## src/rtl/pipe_ctrl_pkg.sv

```systemverilog
// Shared definitions for the pipeline hazard controller: FSM state encoding
// and the EX operand forwarding select codes.
package pipe_pkg;

    typedef enum logic [1:0] {
        INIT = 2'd0,
        RUN  = 2'd1,
        DIV  = 2'd2
    } state_e;

    localparam logic [1:0] FWD_RF  = 2'b00;
    localparam logic [1:0] FWD_MEM = 2'b01;
    localparam logic [1:0] FWD_WB  = 2'b10;

    localparam logic [31:0] STALL_MAX = 32'hFFFF_FFFF;

endpackage

```

## src/rtl/pipe_ctrl_if.sv

```systemverilog
// Bundle of hazard inputs and pipeline control outputs between the core
// datapath (master) and the hazard controller (slave).
interface pipe_ctrl_if #(
    parameter int REG_W = 5
);
    logic [REG_W-1:0] id_rs1;
    logic [REG_W-1:0] id_rs2;
    logic [REG_W-1:0] ex_rs1;
    logic [REG_W-1:0] ex_rs2;
    logic [REG_W-1:0] ex_rd;
    logic             ex_is_load;
    logic             ex_div;
    logic             ex_branch_taken;
    logic [REG_W-1:0] mem_rd;
    logic [REG_W-1:0] wb_rd;
    logic             mem_reg_write;
    logic             wb_reg_write;
    logic             dmem_req;
    logic             dmem_ready;

    logic             pc_en;
    logic             en_if_id;
    logic             en_id_ex;
    logic             en_ex_mem;
    logic             en_mem_wb;
    logic             clr_if_id;
    logic             clr_id_ex;
    logic             clr_ex_mem;
    logic             clr_mem_wb;
    logic [1:0]       fwd_a;
    logic [1:0]       fwd_b;
    logic             div_busy;
    logic [31:0]      stall_cycles;

    modport master (
        output id_rs1, id_rs2, ex_rs1, ex_rs2, ex_rd, ex_is_load, ex_div,
               ex_branch_taken, mem_rd, wb_rd, mem_reg_write, wb_reg_write,
               dmem_req, dmem_ready,
        input  pc_en, en_if_id, en_id_ex, en_ex_mem, en_mem_wb,
               clr_if_id, clr_id_ex, clr_ex_mem, clr_mem_wb,
               fwd_a, fwd_b, div_busy, stall_cycles
    );

    modport slave (
        input  id_rs1, id_rs2, ex_rs1, ex_rs2, ex_rd, ex_is_load, ex_div,
               ex_branch_taken, mem_rd, wb_rd, mem_reg_write, wb_reg_write,
               dmem_req, dmem_ready,
        output pc_en, en_if_id, en_id_ex, en_ex_mem, en_mem_wb,
               clr_if_id, clr_id_ex, clr_ex_mem, clr_mem_wb,
               fwd_a, fwd_b, div_busy, stall_cycles
    );

endinterface

```

## src/rtl/pipe_ctrl_fwd_unit.sv

```systemverilog
// EX operand forwarding select: the younger MEM result wins over WB, and
// register x0 is never forwarded because it always reads as zero.
module fwd_unit
    import pipe_pkg::*;
#(
    parameter int REG_W = 5
) (
    input  logic [REG_W-1:0] ex_rs1_i,
    input  logic [REG_W-1:0] ex_rs2_i,
    input  logic [REG_W-1:0] mem_rd_i,
    input  logic [REG_W-1:0] wb_rd_i,
    input  logic             mem_reg_write_i,
    input  logic             wb_reg_write_i,
    output logic [1:0]       fwd_a_o,
    output logic [1:0]       fwd_b_o
);

    // Operand A select, MEM match takes precedence over WB match
    always_comb begin
        fwd_a_o = FWD_RF;
        if (ex_rs1_i != '0) begin
            if (mem_reg_write_i && (mem_rd_i == ex_rs1_i)) begin
                fwd_a_o = FWD_MEM;
            end else if (wb_reg_write_i && (wb_rd_i == ex_rs1_i)) begin
                fwd_a_o = FWD_WB;
            end
        end
    end

    // Operand B select, same priority as operand A
    always_comb begin
        fwd_b_o = FWD_RF;
        if (ex_rs2_i != '0) begin
            if (mem_reg_write_i && (mem_rd_i == ex_rs2_i)) begin
                fwd_b_o = FWD_MEM;
            end else if (wb_reg_write_i && (wb_rd_i == ex_rs2_i)) begin
                fwd_b_o = FWD_WB;
            end
        end
    end

endmodule

```

## src/rtl/pipe_ctrl.sv

```systemverilog
// Hazard and sequencing controller for the 5-stage pipeline: drives the
// inter-stage register enables/clears and PC enable, resolves load-use,
// branch, divide and data-memory stalls, and counts stall cycles.
// Optional feature macro: PIPE_CTRL_DIV_EN adds the multi-cycle divide
// state, its counter and div_busy; without it ex_div is ignored.
module pipe_ctrl
    import pipe_pkg::*;
#(
    parameter int REG_W      = 5,
    parameter int DIV_CYCLES = 32
) (
    input  logic      clk,
    input  logic      rst_n,
    pipe_ctrl_if.slave bus
);

    state_e      state_q, state_d;
    logic [31:0] stall_q, stall_d;
    logic        memWait;
    logic        loadUse;
    logic        inDiv;
    logic        pcEn;
    logic [3:0]  en;
    logic [3:0]  clr;
    logic [1:0]  rawFwdA;
    logic [1:0]  rawFwdB;

    assign memWait = bus.dmem_req && !bus.dmem_ready;
    assign loadUse = bus.ex_is_load && (bus.ex_rd != '0) &&
                     ((bus.ex_rd == bus.id_rs1) || (bus.ex_rd == bus.id_rs2));

`ifdef PIPE_CTRL_DIV_EN
    localparam int CNT_W = (DIV_CYCLES > 2) ? $clog2(DIV_CYCLES) : 1;

    logic [CNT_W-1:0] cnt_q, cnt_d;
    logic             divDone_q, divDone_d;

    assign inDiv = (state_q == DIV);

    // Next state, divide countdown and the one-shot release flag; the
    // countdown pauses while memory stalls so the freeze stretches with it
    always_comb begin
        state_d   = state_q;
        cnt_d     = cnt_q;
        divDone_d = 1'b0;
        case (state_q)
            INIT: state_d = RUN;
            RUN: begin
                divDone_d = divDone_q && memWait;
                if (bus.ex_div && !divDone_q && !memWait) begin
                    state_d = DIV;
                    cnt_d   = CNT_W'(DIV_CYCLES - 2);
                end
            end
            DIV: begin
                if (!memWait) begin
                    if (cnt_q == '0) begin
                        state_d   = RUN;
                        divDone_d = 1'b1;
                    end else begin
                        cnt_d = cnt_q - 1'b1;
                    end
                end
            end
            default: state_d = INIT;
        endcase
    end

    // Divide counter and release flag, abandoned on reset
    always_ff @(posedge clk or negedge rst_n) begin
        if (!rst_n) begin
            cnt_q     <= '0;
            divDone_q <= 1'b0;
        end else begin
            cnt_q     <= cnt_d;
            divDone_q <= divDone_d;
        end
    end

    assign bus.div_busy = inDiv;
`else
    logic unusedDiv;

    assign inDiv     = 1'b0;
    assign unusedDiv = bus.ex_div & (DIV_CYCLES >= 2);

    // Next state without a divider: one INIT cycle, then RUN forever
    always_comb begin
        state_d = state_q;
        case (state_q)
            INIT:    state_d = RUN;
            RUN:     state_d = RUN;
            default: state_d = INIT;
        endcase
    end

    assign bus.div_busy = 1'b0;
`endif

    // Pipeline control by priority: init, memory wait, divide, branch, load-use
    always_comb begin
        pcEn = 1'b1;
        en   = 4'b1111;
        clr  = 4'b0000;
        if (state_q == INIT) begin
            pcEn = 1'b0;
            clr  = 4'b1111;
        end else if (memWait) begin
            pcEn = 1'b0;
            en   = 4'b0000;
        end else if (inDiv) begin
            pcEn = 1'b0;
            en   = 4'b0011;
            clr  = 4'b0010;
        end else if (bus.ex_branch_taken) begin
            clr  = 4'b1100;
        end else if (loadUse) begin
            pcEn = 1'b0;
            en   = 4'b0111;
            clr  = 4'b0100;
        end
    end

    // Saturating count of cycles where the PC is held, ignoring INIT
    always_comb begin
        stall_d = stall_q;
        if ((state_q != INIT) && !pcEn && (stall_q != STALL_MAX)) begin
            stall_d = stall_q + 32'd1;
        end
    end

    // FSM state and stall counter registers
    always_ff @(posedge clk or negedge rst_n) begin
        if (!rst_n) begin
            state_q <= INIT;
            stall_q <= '0;
        end else begin
            state_q <= state_d;
            stall_q <= stall_d;
        end
    end

    fwd_unit #(
        .REG_W(REG_W)
    ) u_fwd (
        .ex_rs1_i       (bus.ex_rs1),
        .ex_rs2_i       (bus.ex_rs2),
        .mem_rd_i       (bus.mem_rd),
        .wb_rd_i        (bus.wb_rd),
        .mem_reg_write_i(bus.mem_reg_write),
        .wb_reg_write_i (bus.wb_reg_write),
        .fwd_a_o        (rawFwdA),
        .fwd_b_o        (rawFwdB)
    );

    assign bus.fwd_a        = (state_q == INIT) ? FWD_RF : rawFwdA;
    assign bus.fwd_b        = (state_q == INIT) ? FWD_RF : rawFwdB;
    assign bus.pc_en        = pcEn;
    assign bus.en_if_id     = en[3];
    assign bus.en_id_ex     = en[2];
    assign bus.en_ex_mem    = en[1];
    assign bus.en_mem_wb    = en[0];
    assign bus.clr_if_id    = clr[3];
    assign bus.clr_id_ex    = clr[2];
    assign bus.clr_ex_mem   = clr[1];
    assign bus.clr_mem_wb   = clr[0];
    assign bus.stall_cycles = stall_q;

endmodule

```

## src/flat_wrapper.sv

```systemverilog
// flat-port wrapper written by rule: the top's interface ports become plain ports
module pipe_ctrl_flat import pipe_pkg::*;
#(
    parameter int REG_W      = 5,
    parameter int DIV_CYCLES = 32
)
  (clk, rst_n, bus_id_rs1, bus_id_rs2, bus_ex_rs1, bus_ex_rs2, bus_ex_rd, bus_ex_is_load, bus_ex_div, bus_ex_branch_taken, bus_mem_rd, bus_wb_rd, bus_mem_reg_write, bus_wb_reg_write, bus_dmem_req, bus_dmem_ready, bus_pc_en, bus_en_if_id, bus_en_id_ex, bus_en_ex_mem, bus_en_mem_wb, bus_clr_if_id, bus_clr_id_ex, bus_clr_ex_mem, bus_clr_mem_wb, bus_fwd_a, bus_fwd_b, bus_div_busy, bus_stall_cycles);
  pipe_ctrl_if #(.REG_W(REG_W)) bus_i ();
  input  logic clk;
  input  logic rst_n;
  input wire logic [$bits(bus_i.id_rs1)-1:0] bus_id_rs1;
  input wire logic [$bits(bus_i.id_rs2)-1:0] bus_id_rs2;
  input wire logic [$bits(bus_i.ex_rs1)-1:0] bus_ex_rs1;
  input wire logic [$bits(bus_i.ex_rs2)-1:0] bus_ex_rs2;
  input wire logic [$bits(bus_i.ex_rd)-1:0] bus_ex_rd;
  input wire logic [$bits(bus_i.ex_is_load)-1:0] bus_ex_is_load;
  input wire logic [$bits(bus_i.ex_div)-1:0] bus_ex_div;
  input wire logic [$bits(bus_i.ex_branch_taken)-1:0] bus_ex_branch_taken;
  input wire logic [$bits(bus_i.mem_rd)-1:0] bus_mem_rd;
  input wire logic [$bits(bus_i.wb_rd)-1:0] bus_wb_rd;
  input wire logic [$bits(bus_i.mem_reg_write)-1:0] bus_mem_reg_write;
  input wire logic [$bits(bus_i.wb_reg_write)-1:0] bus_wb_reg_write;
  input wire logic [$bits(bus_i.dmem_req)-1:0] bus_dmem_req;
  input wire logic [$bits(bus_i.dmem_ready)-1:0] bus_dmem_ready;
  output wire logic [$bits(bus_i.pc_en)-1:0] bus_pc_en;
  output wire logic [$bits(bus_i.en_if_id)-1:0] bus_en_if_id;
  output wire logic [$bits(bus_i.en_id_ex)-1:0] bus_en_id_ex;
  output wire logic [$bits(bus_i.en_ex_mem)-1:0] bus_en_ex_mem;
  output wire logic [$bits(bus_i.en_mem_wb)-1:0] bus_en_mem_wb;
  output wire logic [$bits(bus_i.clr_if_id)-1:0] bus_clr_if_id;
  output wire logic [$bits(bus_i.clr_id_ex)-1:0] bus_clr_id_ex;
  output wire logic [$bits(bus_i.clr_ex_mem)-1:0] bus_clr_ex_mem;
  output wire logic [$bits(bus_i.clr_mem_wb)-1:0] bus_clr_mem_wb;
  output wire logic [$bits(bus_i.fwd_a)-1:0] bus_fwd_a;
  output wire logic [$bits(bus_i.fwd_b)-1:0] bus_fwd_b;
  output wire logic [$bits(bus_i.div_busy)-1:0] bus_div_busy;
  output wire logic [$bits(bus_i.stall_cycles)-1:0] bus_stall_cycles;
  assign bus_i.id_rs1 = bus_id_rs1;
  assign bus_i.id_rs2 = bus_id_rs2;
  assign bus_i.ex_rs1 = bus_ex_rs1;
  assign bus_i.ex_rs2 = bus_ex_rs2;
  assign bus_i.ex_rd = bus_ex_rd;
  assign bus_i.ex_is_load = bus_ex_is_load;
  assign bus_i.ex_div = bus_ex_div;
  assign bus_i.ex_branch_taken = bus_ex_branch_taken;
  assign bus_i.mem_rd = bus_mem_rd;
  assign bus_i.wb_rd = bus_wb_rd;
  assign bus_i.mem_reg_write = bus_mem_reg_write;
  assign bus_i.wb_reg_write = bus_wb_reg_write;
  assign bus_i.dmem_req = bus_dmem_req;
  assign bus_i.dmem_ready = bus_dmem_ready;
  assign bus_pc_en = bus_i.pc_en;
  assign bus_en_if_id = bus_i.en_if_id;
  assign bus_en_id_ex = bus_i.en_id_ex;
  assign bus_en_ex_mem = bus_i.en_ex_mem;
  assign bus_en_mem_wb = bus_i.en_mem_wb;
  assign bus_clr_if_id = bus_i.clr_if_id;
  assign bus_clr_id_ex = bus_i.clr_id_ex;
  assign bus_clr_ex_mem = bus_i.clr_ex_mem;
  assign bus_clr_mem_wb = bus_i.clr_mem_wb;
  assign bus_fwd_a = bus_i.fwd_a;
  assign bus_fwd_b = bus_i.fwd_b;
  assign bus_div_busy = bus_i.div_busy;
  assign bus_stall_cycles = bus_i.stall_cycles;
  pipe_ctrl #(.REG_W(REG_W), .DIV_CYCLES(DIV_CYCLES)) u_core (.clk(clk), .rst_n(rst_n), .bus(bus_i));
endmodule
```

## config.mk

```make
export PLATFORM = sky130hd
export DESIGN_NAME = pipe_ctrl_flat
export DESIGN_NICKNAME = d
export VERILOG_FILES = /design/src/rtl/pipe_ctrl_pkg.sv /design/src/rtl/pipe_ctrl_if.sv /design/src/rtl/pipe_ctrl_fwd_unit.sv /design/src/rtl/pipe_ctrl.sv /design/src/flat_wrapper.sv
export SDC_FILE = /design/constraint.sdc
export NUM_CORES = 1
export LEC_CHECK = 0
export BUFFER_PORTS_ARGS = -buffer_cell sky130_fd_sc_hd__buf_2
export CORE_ASPECT_RATIO = 0.75
export CORE_MARGIN = 8
export CORE_UTILIZATION = 35
export CTS_BUF_LIST = sky130_fd_sc_hd__clkbuf_16
export DETAILED_ROUTE_END_ITERATION = 8
export PLACE_DENSITY = 0.73
export SLEW_MARGIN = 15
export SYNTH_ARGS = -nofsm -noshare
export SYNTH_HDL_FRONTEND = slang
export SYNTH_HIERARCHICAL = 1
export SYNTH_SLANG_ARGS = --single-unit
export TNS_END_PERCENT = 20
```

## constraint.sdc

```tcl
create_clock -name clk -period 6.75 [get_ports clk]
set_input_delay 1.35 -clock clk [delete_from_list [all_inputs] [get_ports clk]]
set_output_delay 1.35 -clock clk [all_outputs]
set_load 0.03 [all_outputs]
```

# After elaboration in Yosys (flattened, before gate mapping)
# Cells that the tools add are included.
[word_totals]
in_bits = 44
word_cells = 50
regBits = 33
out_inout_bits = 46
[op_classes]
n_addsub = 1
muxes = 21
n_eq_ne = 8
n_reduce_logical = 18
[ops]
columns = ["op", "count"]
rows = [
  ["32-bit by 1-bit adder with 32-bit output (second input constant)", 1],
  ["32-bit != test (second input constant)", 1],
  ["5-bit == test", 6],
  ["4-bit 2-to-1 mux", 7],
  ["2-bit 2-to-1 mux", 8],
  ["5-bit nonzero test", 3],
  ["1-bit logical AND", 9],
  ["1-bit 2-to-1 mux", 5],
  ["3-bit 2-to-1 mux", 1],
  ["1-bit zero test", 2],
  ["2-bit zero test", 1],
  ["2-bit nonzero test", 1],
  ["2-bit OR reduction", 1],
  ["1-bit == test (second input constant)", 1],
  ["1-bit logical OR", 1],
]

# Logic depth before layout (Yosys ltp)
# Gate-level depths: netlist of run 1.
[depth]
ltp_word = 10
depth_mapped = 7

# By module
# The synthesis of run 1 kept the hierarchy.
[by_module_without_submodules]
columns = ["module", "area_per_inst_um2", "seq_area_each_um2", "n_inst", "cells_per_inst"]
rows = [
  ["pipe_ctrl", 1828.0, 825.8, 1, 190],
  ["fwd_unit", 270.3, 0.0, 1, 36],
]

# Least setup slack after synthesis of run 1
# Ideal clock, no wire load.
[synth_timing]
path_kind = "input port to output port"
start = "input port bus_ex_rd[1]"
end = "output port bus_pc_en"
t_arrival_ns = 2.787
stages = 5
t_required_ns = 5.400
setup_slack_ns = 2.613
path_cell_list = "or4_1 nor2_1 nand3b_1 nor2_1 nor3_1"
[synth_via]
elab_chain_len = 7
word_cells_on_any_way = 10
[synth_lines]
columns = ["item", "line", "rtl"]
rows = [
  ["start, declared", "flat_wrapper.sv:15", "input wire logic [$bits(bus_i.ex_rd)-1:0] bus_ex_rd;"],
  ["5-bit == test or 5-bit nonzero test (tied branches)", "pipe_ctrl.sv:30, pipe_ctrl.sv:29", ""],
  ["1-bit logical OR or 1-bit logical AND (tied branches)", "pipe_ctrl.sv:30, pipe_ctrl.sv:29", ""],
  ["1-bit logical AND (*)", "pipe_ctrl.sv:29", "assign loadUse = bus.ex_is_load && (bus.ex_rd != '0) &&"],
  ["1-bit 2-to-1 mux (*)", "pipe_ctrl.sv:117", "end else if (loadUse) begin"],
  ["1-bit 2-to-1 mux (*)", "pipe_ctrl.sv:115", "end else if (bus.ex_branch_taken) begin"],
  ["1-bit 2-to-1 mux (*)", "pipe_ctrl.sv:108", "end else if (memWait) begin"],
  ["1-bit 2-to-1 mux (*)", "pipe_ctrl.sv:105", "if (state_q == INIT) begin"],
  ["end, declared", "flat_wrapper.sv:25", "output wire logic [$bits(bus_i.pc_en)-1:0] bus_pc_en;"],
]
# Every way passes the cells marked *; elsewhere a longest branch is shown, timed or not.

# Worst setup path after layout of run 1
[layout_timing]
start = "input port bus_ex_rd[1]"
end = "output port bus_en_if_id"
[layout_via]
elab_chain_len = 7
word_cells_on_any_way = 10
[layout_lines]
columns = ["item", "line", "rtl"]
rows = [
  ["5-bit == test or 5-bit nonzero test (tied branches)", "pipe_ctrl.sv:30, pipe_ctrl.sv:29", ""],
  ["1-bit logical OR or 1-bit logical AND (tied branches)", "pipe_ctrl.sv:30, pipe_ctrl.sv:29", ""],
  ["1-bit logical AND (*)", "pipe_ctrl.sv:29", ""],
  ["4-bit 2-to-1 mux (*)", "pipe_ctrl.sv:117", ""],
  ["4-bit 2-to-1 mux (*)", "pipe_ctrl.sv:115", ""],
  ["4-bit 2-to-1 mux (*)", "pipe_ctrl.sv:108", ""],
  ["4-bit 2-to-1 mux (*)", "pipe_ctrl.sv:105", ""],
  ["end, declared", "flat_wrapper.sv:26", "output wire logic [$bits(bus_i.en_if_id)-1:0] bus_en_if_id;"],
]
# Marked as above.

==> results.md, run 1 <==
- Largest net degree at the start of global routing: 34
- R2R Setup Slk: 4.02 ns
- Yosys top cell by area: dfrtp_1
- Critical R2R Launch: u_core/bus.stall_cycles[12]
- Worst skew pair latency: 0.28 ns
- Synth top area share: between 30% and 40%
- Crit-path max FO: 3
- Post-CTS Setup Inserts: 0
- TritonCTS Sinks: 33
- Top Metal Used: met4
- Critical Path Most Common Cell: buf_2
- DP HPWL: 4450 um
- Yosys warns: 6
- Met1 wire length: ~2500 um
- Layout cells sized above 1: 31.5%
- Area share of and/or/nand/nor cells after synthesis: 26.6%
- EDFF count, synth: 0
- WL/cell: 14.5 um
- Hold Path Origin: u_core/bus.stall_cycles[11]
- Post-CTS Resized: 0
- Clock Skews: 0.00431 ns
- Post-synthesis compound-gate area fraction: 2.80%
- CTS tree: built
- Hold Buf Count CTS: 0
- Final TNS setup: 0 ns
- Core area: 0.00580 mm^2
- Reg-to-Reg End: u_core/bus.stall_cycles[1]
- Pre-CTS WS: 2.69 ns
- Worst hold path type: register to register
- Post-synth ARST share: 100%
- Layout area overhead: 29.3%
- Crit path time final: approximately 4 ns
- Antenna viol nets, final: 0
- XOR/XNOR share of the synthesized area: 25.5%
- Combinational family with the most area after synthesis: simple AND/OR/NAND/NOR gates
- First-pass GRT wire length: 9600 um
- Crit Path Category: input port to primary output
- Seq/Total Area, Yosys: 39.4%
- Mux cell area share after synthesis: 0.537%
- Final WL: 5680 um
- Slowest stage cell, crit path: or4_1
- # setup viols final: 0
- Final GP Congestion: 0.821
- Height of the die: 83.1 um
- Metal2 WL: 2650 um
- Worst vdd ir: approximately 0.15 mV
- Cell count after synthesis: approximately 230
- Crit. End Element: primary output
- Vias in the first global route: 1967
- Post-Syn Area: 0.00210 mm^2
- Static Leak: 1.35 nW
- Std cell rows: 24
- Main synth FF type: dfrtp_1
- PD cells: 203 mW/mm^2
- Via count: between 1500 and 2000
- F_max: between 200 and 250 MHz
- CP Launch Type: input port
- Hold Crit Depth: 1
- Root Buffer: clkbuf_16
- WHS: 0.489 ns
- Port-buffer cells: between 80 and 90
- Longest Clk Path Bufs: 2
- CTS H-tree lvls: 2
- Grt total ovfl: 0
- Metal3 WL: about 480 um
- Crit-path cells: buf_2, or4_1, nor2_1, o31ai_1, nand2_1, buf_2
- Final Hold Fails: 0
- Die ar.: about 0.0088 mm^2
- Yosys cell types: 36
- Fin crit share: about three fifths
- Worst-path clk slew: around 0.050 ns
- FF+latch count, synth: 33
- Starting density of the core: between 30% and 40%
- Most common library cells after synthesis: dfrtp_1 (33), xnor2_1 (33), xor2_1 (28)
- Register area: 826 um^2
- Register-to-Register Path Depth: 5
- Post-DR vias/cell: 4.83
- Max-slew violation count: 0
- Synth Area in Adders: 0.596%
- Area taken by multi-input logic gates: roughly 0.0012 mm^2
- Arrival @ worst endpoint: around 2.7 ns
- Final WS setup: 2.71 ns
- Synthesized Nets: 271
- # diodes: 0
- Fill count: 570
- Hold EP: u_core/bus.stall_cycles[11]
- # IOs: 90
- Run status: complete, no violations
- Iter 0 DRT Violations: roughly 100
- Initial antenna violation count: 0
- Slew Limit Headroom: between 50% and 60%
- Avg Cell Area, Syn: 9.28 um^2
- Power, Total: around 0.00055 W
- DRT Pass-1 Iters: 4
- DRC: 0
- CTS Buf Count: 5
- Worst-Margin Slew: 0.736 ns
- MaxCap Viol Count: 0
- Largest stage delay, worst path: 0.54 ns
- Gr usage total: between 10% and 20%
- Critical Path RT: 5.40 ns
- RSZ-0062 raised after global routing: no
- Synth top area cells: dfrtp_1 (39%), xnor2_1 (14%), xor2_1 (12%)
- Die width: 105 um
- # nets final: 358
worst max-delay path: cells and delay by family:
family / cells / cell delay [ns]
and+or+nand+nor: 3 / 0.82
AOI/OAI and AO/OA: 1 / 0.17
buffers and inverters: 2 / 0.34
how the worst max path moves through the flow:
stage                 start            to  slack, ns  depth (start not counted)
4_1_cts        bus_ex_rd[1]  bus_en_if_id       2.68                          6
3_5_place_dp   bus_ex_rd[1]  bus_en_if_id       2.69                          6
2_1_floorplan  bus_ex_rd[1]     bus_pc_en       2.61                          5
5_1_grt        bus_ex_rd[1]  bus_en_if_id       2.59                          6
3_3_place_gp   bus_ex_rd[1]  bus_en_if_id       2.68                          6
6_report       bus_ex_rd[1]  bus_en_if_id       2.71                          6
logic make-up after synthesis:
group                    Yosys count
other                              2
buffers and inverters             16
XOR/XNOR                          61
AND/OR/NAND/NOR                  106
adder cells (fa/ha/maj)            1
flip-flops                        33
AO/OA/AOI/OAI                      6
multiplexers                       1
cells in the final DEF (no fill, tap or decap), drive strengths merged, types with 2 or more instances in the layout:
master,count
nor3,12
buf,87
or3,2
nor4,6
or4,4
and2,4
clkinv,3
xor2,28
nand3,17
nand4,8
dfrtp,33
inv,9
nand2,19
nor4b,3
clkbuf,5
xnor2,33
nor2,23
conb,2
report_power, final:
part	internal, W	switching [W]	total [W]
combinational	0.0000424	0.0000704	0.000113
sequential	0.000210	0.0000161	0.000226
clock	0.000133	0.0000788	0.000212
layout make-up:
type / count / area share, %
multi-input cells: 177 / 43.6
clock inverters: 3 / 0.461
clock buffers: 5 / 4.61
flip-flops and latches: 33 / 30.4
inverters: 9 / 1.25
repair buffers: 87 / 16.1
well taps: 78 / 3.60
sequential cells by signal, indices dropped and copies added (netlist names):
name,cells
u_core/bus.stall_cycles,32
u_core/state_q,1
per-stage QoR:
stage               util, %  std cells  cell area [um^2]
floorplan                 -        226              2100
global placement       44.4        384              2570
detailed placement     44.4        384              2570
CTS                    46.8        392              2710
global route           46.8        392              2710
finish                 46.8        392              2710
metal layers:
layer	global-route usage, %	vias to the layer above
met5	0	-
met4	3.88	0
met3	5.17	5
met2	21.2	59
met1	16.0	895
li1	-	935
Power figures use the tool's default switching activity.
==> run 2, diff against run 1 <==
Settings changed: PLACE_DENSITY 0.73 to 0.75.
Clock period 6.75 ns to 3.7 ns, I/O delays scaled along.
==> results.md, run 2 (synthesis results as in run 1) <==
- Height of the die: 83.1 um (unchanged)
- DRT Pass-1 Iters: 4 (unchanged)
- Most frequent cells in the layout: buf_2 (87), xnor2_1 (33), dfrtp_1 (33) (unchanged)
- # setup viols final: 0 (unchanged)
- Worst skew pair latency: 0.27 ns (was 0.28 ns)
- Longest Clk Path Bufs: 2 (unchanged)
- Final GP Congestion: 0.822 (was 0.821)
- Port-buffer cells: 87 (unchanged)
- PD cells: 367 mW/mm^2 (was 203 mW/mm^2)
- Vias in the first global route: 1997 (was 1967)
- Worst-Margin Slew: 0.731 ns (was 0.736 ns)
- Commonest non-fill, non-tap cell in the layout: buf_2 (unchanged)
- Largest net degree at the start of global routing: 34 (unchanged)
- Layout cells sized above 1: 31.3% (was 31.5%)
- Final TNS setup: 0 ns (unchanged)
- TritonCTS Sinks: 33 (unchanged)
- Crit-path max FO: 3 (unchanged)
- Worst vdd ir: 0.285 mV (was 0.148 mV)
- Via count: 1906 (was 1894)
- WL/cell: 14.3 um (was 14.5 um)
- Std cell rows: 24 (unchanged)
- Crit Path Category: input port to primary output (unchanged)
- Area taken by multi-input logic gates: 0.00118 mm^2 (unchanged)
- Power, Total: 0.000993 W (was 0.000550 W)
- Clock Skews: 0.00211 ns (was 0.00431 ns)
- Core area: 0.00580 mm^2 (unchanged)
- Critical Path RT: 2.96 ns (was 5.40 ns)
- CTS H-tree lvls: 2 (unchanged)
- Max-slew violation count: 0 (unchanged)
- CTS tree: built (unchanged)
- Final WS setup: 0.876 ns (was 2.71 ns)
- # nets final: 358 (unchanged)
- DRC: 0 (unchanged)
- Antenna viol nets, final: 0 (unchanged)
- Static Leak: 1.34 nW (was 1.35 nW)
- Crit. End Element: primary output (unchanged)
- DP HPWL: 4460 um (was 4450 um)
- Final WL: 5600 um (was 5680 um)
- Run status: complete, no violations (unchanged)
- F_max: 354 MHz
- # IOs: 90 (unchanged)
- Initial antenna violation count: 0 (unchanged)
- Post-DR vias/cell: 4.87 (was 4.83)
- First-pass GRT wire length: 9510 um (was 9600 um)
- Number of flip-flops in the largest register: 32 (unchanged)
- RSZ-0062 raised after global routing: no (unchanged)
- Root Buffer: clkbuf_16 (unchanged)
- Dpl cell area: 0.00257 mm^2 (unchanged)
- MaxCap Viol Count: 0 (unchanged)
- CTS Buf Count: 5 (unchanged)
- Largest stage delay, worst path: 0.52 ns (was 0.54 ns)
- Gr usage total: 12.9% (was 13.3%)
- Crit path time final: between 2 and 3 ns
- # diodes: 0 (unchanged)
- CP Launch Type: input port (unchanged)
- Fin crit share: 76.3%
- Grt total ovfl: 0 (unchanged)
- Fill count: 554 (was 570)
- Finished Cell Area: 0.00271 mm^2 (about the same)
- Hold Buf Count CTS: 0 (unchanged)
- WHS: 0.485 ns (was 0.489 ns)
- Crit-path cells: buf_2, or4_1, nor2_1, o31ai_1, nand2_1, buf_2 (unchanged)
- Layout area overhead: 29.0% (was 29.3%)
- Die ar.: 0.00875 mm^2 (unchanged)
- Arrival @ worst endpoint: 2.08 ns (was 2.69 ns)
- Slowest stage cell, crit path: or4_1 (unchanged)
- Final Hold Fails: 0 (unchanged)
- Die width: 105 um (unchanged)
- Critical Path Most Common Cell: buf_2 (unchanged)
- Worst-path clk slew: 0.05 ns (about the same)
- Worst hold path type: register to register (unchanged)
- Iter 0 DRT Violations: 92 (was 101)
- Post-CTS Setup Inserts: 0 (unchanged)
- Register area: 826 um^2 (unchanged)
- Starting density of the core: 36.2% (unchanged)
- Post-CTS Resized: 0 (unchanged)
- Pre-CTS WS: 0.818 ns (was 2.69 ns)
- Slew Limit Headroom: 51.3% (was 51.0%)
-- run 2: cell count changes in the layout (fill, tap and decap cells not counted) --
cell / change
inv_1: +1
clkinv_2: -1
clkinv_1: -1
-- run 2: worst paths after layout --
check | startpoint | endpoint | slack, ns | cells past startpoint
min | u_core/bus.stall_cycles[15] | u_core/bus.stall_cycles[15] | 0.49 | 1
max reg2reg | u_core/bus.stall_cycles[12] | u_core/bus.stall_cycles[1] | 0.98 | 5
max in group asynchronous | rst_n | u_core/bus.stall_cycles[11] | 2.71 | 1
min in group asynchronous | rst_n | u_core/bus.stall_cycles[31] | 0.53 | 1
min reg2reg | u_core/bus.stall_cycles[15] | u_core/bus.stall_cycles[15] | 0.49 | 1
max | bus_ex_rd[1] | bus_en_if_id | 0.88 | 6
-- run 2: power breakdown --
group,leakage (nW),switching [W],internal [W]
logic,0.849,0.000129,0.0000768
registers,0.427,0.0000262,0.000383
clock network,0.0685,0.000138,0.000240
-- run 2: per-layer routing --
metal	vias up	part of all wire (%)	GRT usage, %
li1	935	-	-
met1	908	45	15.5
met2	59	47	21.4
met3	4	6.8	4.01
met4	0	0.91	4.01
met5	-	0	0
-- run 2: cell type report --
class / count / share of cell area, %
multi-input combinational: 177 / 43.7
clock inverter: 2 / 0.277
clock buffer: 5 / 4.62
sequential: 33 / 30.5
inverter: 9 / 1.25
timing repair buffer: 87 / 16.1
tap: 78 / 3.60
-- run 2: stage by stage --
stage | std cells | utilization, %
5_1_grt | 391 | 46.7
2_1_floorplan | 226 | -
4_1_cts | 391 | 46.7
3_5_place_dp | 384 | 44.4
6_report | 391 | 46.7
3_3_place_gp | 384 | 44.4
-- run 2: worst max-delay path: cells and delay by family --
family,cells,cell delay [ns]
simple gates,3,0.81
buf+inv,2,0.34
compound gates,1,0.18
==> run 3, diff against run 2 <==
Settings changed: PLACE_DENSITY 0.75 to 0.73.
Clock period 3.7 ns to 2.8 ns, I/O delays scaled along.
==> results.md, run 3 (synthesis results as in run 1) <==
- WL/cell: 14.4 um (was 14.3 um)
- Slew Limit Headroom: 50.1% (was 51.3%)
- # setup viols final: 0 (unchanged)
- Die width: 105 um (unchanged)
- Starting density of the core: 36.2% (unchanged)
- Largest stage delay, worst path: 0.55 ns (was 0.52 ns)
- Largest net degree at the start of global routing: 34 (unchanged)
- Crit Path Category: register to register (was input port to primary output)
- Grt total ovfl: 0 (unchanged)
- Power, Total: 0.00133 W (was 0.000993 W)
- Longest Clk Path Bufs: 2 (unchanged)
- Crit-path max FO: 18 (was 3)
- CTS Buf Count: 5 (unchanged)
- Post-DR vias/cell: 4.83 (was 4.87)
- Max-slew violation count: 0 (unchanged)
- CTS H-tree lvls: 2 (unchanged)
- R2R Setup Slk: 0.26 ns (was 0.98 ns)
- Root Buffer: clkbuf_16 (unchanged)
- Arrival @ worst endpoint: 2.70 ns (was 2.08 ns)
- # diodes: 0 (unchanged)
- DP HPWL: 4510 um (was 4460 um)
- Std cell rows: 24 (unchanged)
- First-pass GRT wire length: 9490 um (was 9510 um)
- Port-buffer cells: 87 (unchanged)
- Fin crit share: approximately nine tenths
- Run status: complete, no violations (unchanged)
- TritonCTS Sinks: 33 (unchanged)
- Slowest stage cell, crit path: or4b_4 (was or4_1)
- Delay-heaviest family, CP: simple AND/OR/NAND/NOR gates (unchanged)
- Final WS setup: 0.263 ns (was 0.876 ns)
- Post-CTS Resized: 0 (unchanged)
- # nets final: 361 (was 358)
- Final GP Congestion: 0.827 (was 0.822)
- MaxCap Viol Count: 0 (unchanged)
- DRC: 0 (unchanged)
- Reg-to-Reg End: u_core/bus.stall_cycles[1] (unchanged)
- Worst path buffer plus inverter count: 1 (was 2)
- Pre-CTS WS: 0.210 ns (was 0.818 ns)
- DRT Pass-1 Iters: 4 (unchanged)
- Worst-Margin Slew: 0.742 ns (was 0.731 ns)
- Worst vdd ir: 0.400 mV (was 0.285 mV)
- CP Launch Type: register (was input port)
- PD cells: 484 mW/mm^2 (was 367 mW/mm^2)
- Antenna viol nets, final: 0 (unchanged)
- Final Hold Fails: 0 (unchanged)
- Number of flip-flops in the largest register: 32 (unchanged)
- Commonest non-fill, non-tap cell in the layout: buf_2 (unchanged)
- CTS tree: built (unchanged)
- Crit. End Element: register (was primary output)
- Crit-path cells: and3_1, or3b_1, or4b_4, o211ai_4, buf_12, mux2_1 (was buf_2, or4_1, nor2_1, o31ai_1, nand2_1, buf_2)
- Iter 0 DRT Violations: 119 (was 92)
- Height of the die: 83.1 um (unchanged)
- Layout cells sized above 1: 32.2% (was 31.3%)
- Core area: 0.00580 mm^2 (unchanged)
- Gr usage total: 13.0% (was 12.9%)
- RSZ-0062 raised after global routing: no (unchanged)
- Crit path time final: 2.54 ns
- Die ar.: 0.00875 mm^2 (unchanged)
- Static Leak: 1.36 nW (was 1.34 nW)
- Fill count: 555 (was 554)
- Most frequent cells in the layout: buf_2 (87), xnor2_1 (33), dfrtp_1 (33) (unchanged)
- Hold Buf Count CTS: 0 (unchanged)
- Final TNS setup: 0 ns (unchanged)
- Worst-path clk slew: 0.05 ns (about the same)
- Vias in the first global route: 1967 (was 1997)
- Clock Skews: 0.00246 ns (was 0.00211 ns)
- Post-CTS Setup Inserts: 0 (unchanged)
- Worst hold path type: input port to asynchronous set/reset pin (was register to register)
- Levels on crit path: 6 (unchanged)
- Critical Path RT: 2.96 ns (about the same)
- Critical R2R Launch: u_core/bus.stall_cycles[9] (was u_core/bus.stall_cycles[12])
- Initial antenna violation count: 0 (unchanged)
- Fin util: 47.4% (was 46.7%)
- CP Capture Point: u_core/bus.stall_cycles[1] (was bus_en_if_id)
- Via count: 1906 (unchanged)
- F_max: 394 MHz
- Register-to-Register Path Depth: 6 (was 5)
- # IOs: 90 (unchanged)
- Worst skew pair latency: 0.28 ns (was 0.27 ns)
- Layout area overhead: 30.9% (was 29.0%)
- Critical path origin: u_core/bus.stall_cycles[9] (was bus_ex_rd[1])
- Final WL: 5680 um (was 5600 um)
[run 3: cell types whose count changed in the layout (fill, tap and decap cells not counted), sizes merged]
cell,change
buf,+3
clkinv,+2
inv,-1
[run 3: worst register-to-register path, stage by stage (launching register included)]
cell and delay [ns]:
dfrtp_1 0.41, and3_1 0.24, or3b_1 0.38, or4b_4 0.55
o211ai_4 0.32, buf_12 0.20, mux2_1 0.33
[run 3: per-layer routing]
layer	GRT usage [%]	wire length (um)	vias up
met5	0	0	-
met4	3.10	57	0
met3	4.94	448	5
met2	20.5	2660	58
met1	16.4	2520	900
li1	-	-	943
[run 3: metrics by stage]
stage                     hold WS, ns  area [um^2]  cells
after global placement          0.478         2610    387
after floorplan                 0.264         2100    226
final                           0.345         2750    395
after detailed placement        0.477         2610    387
after CTS                       0.374         2750    395
after global routing            0.403         2750    395
[run 3: cell type report]
cell class | instances | area [um^2] | area share [%]
Multi-Input combinational cell | 177 | 1180 | 43.0
Sequential cell | 33 | 826 | 30.1
Tap cell | 78 | 97.6 | 3.55
Clock inverter | 3 | 12.5 | 0.455
Clock buffer | 5 | 125 | 4.55
Inverter | 9 | 33.8 | 1.23
Timing Repair Buffer | 90 | 470 | 17.1
[run 3: power by group]
group / internal (W) / switching (W)
sequential: 0.000506 / 0.0000349
combinational: 0.000105 / 0.000173
clock: 0.000321 / 0.000190
total: 0.000932 / 0.000398
[run 3: worst min-delay path by stage]
stage                                      from                           to  slack, ns
CTS                                       rst_n  u_core/bus.stall_cycles[27]       0.37
floorplan                                 rst_n   u_core/bus.stall_cycles[0]       0.26
detailed placement  u_core/bus.stall_cycles[15]  u_core/bus.stall_cycles[15]       0.48
global route                              rst_n   u_core/bus.stall_cycles[5]       0.40
global placement    u_core/bus.stall_cycles[15]  u_core/bus.stall_cycles[15]       0.48
finish                                    rst_n  u_core/bus.stall_cycles[29]       0.35
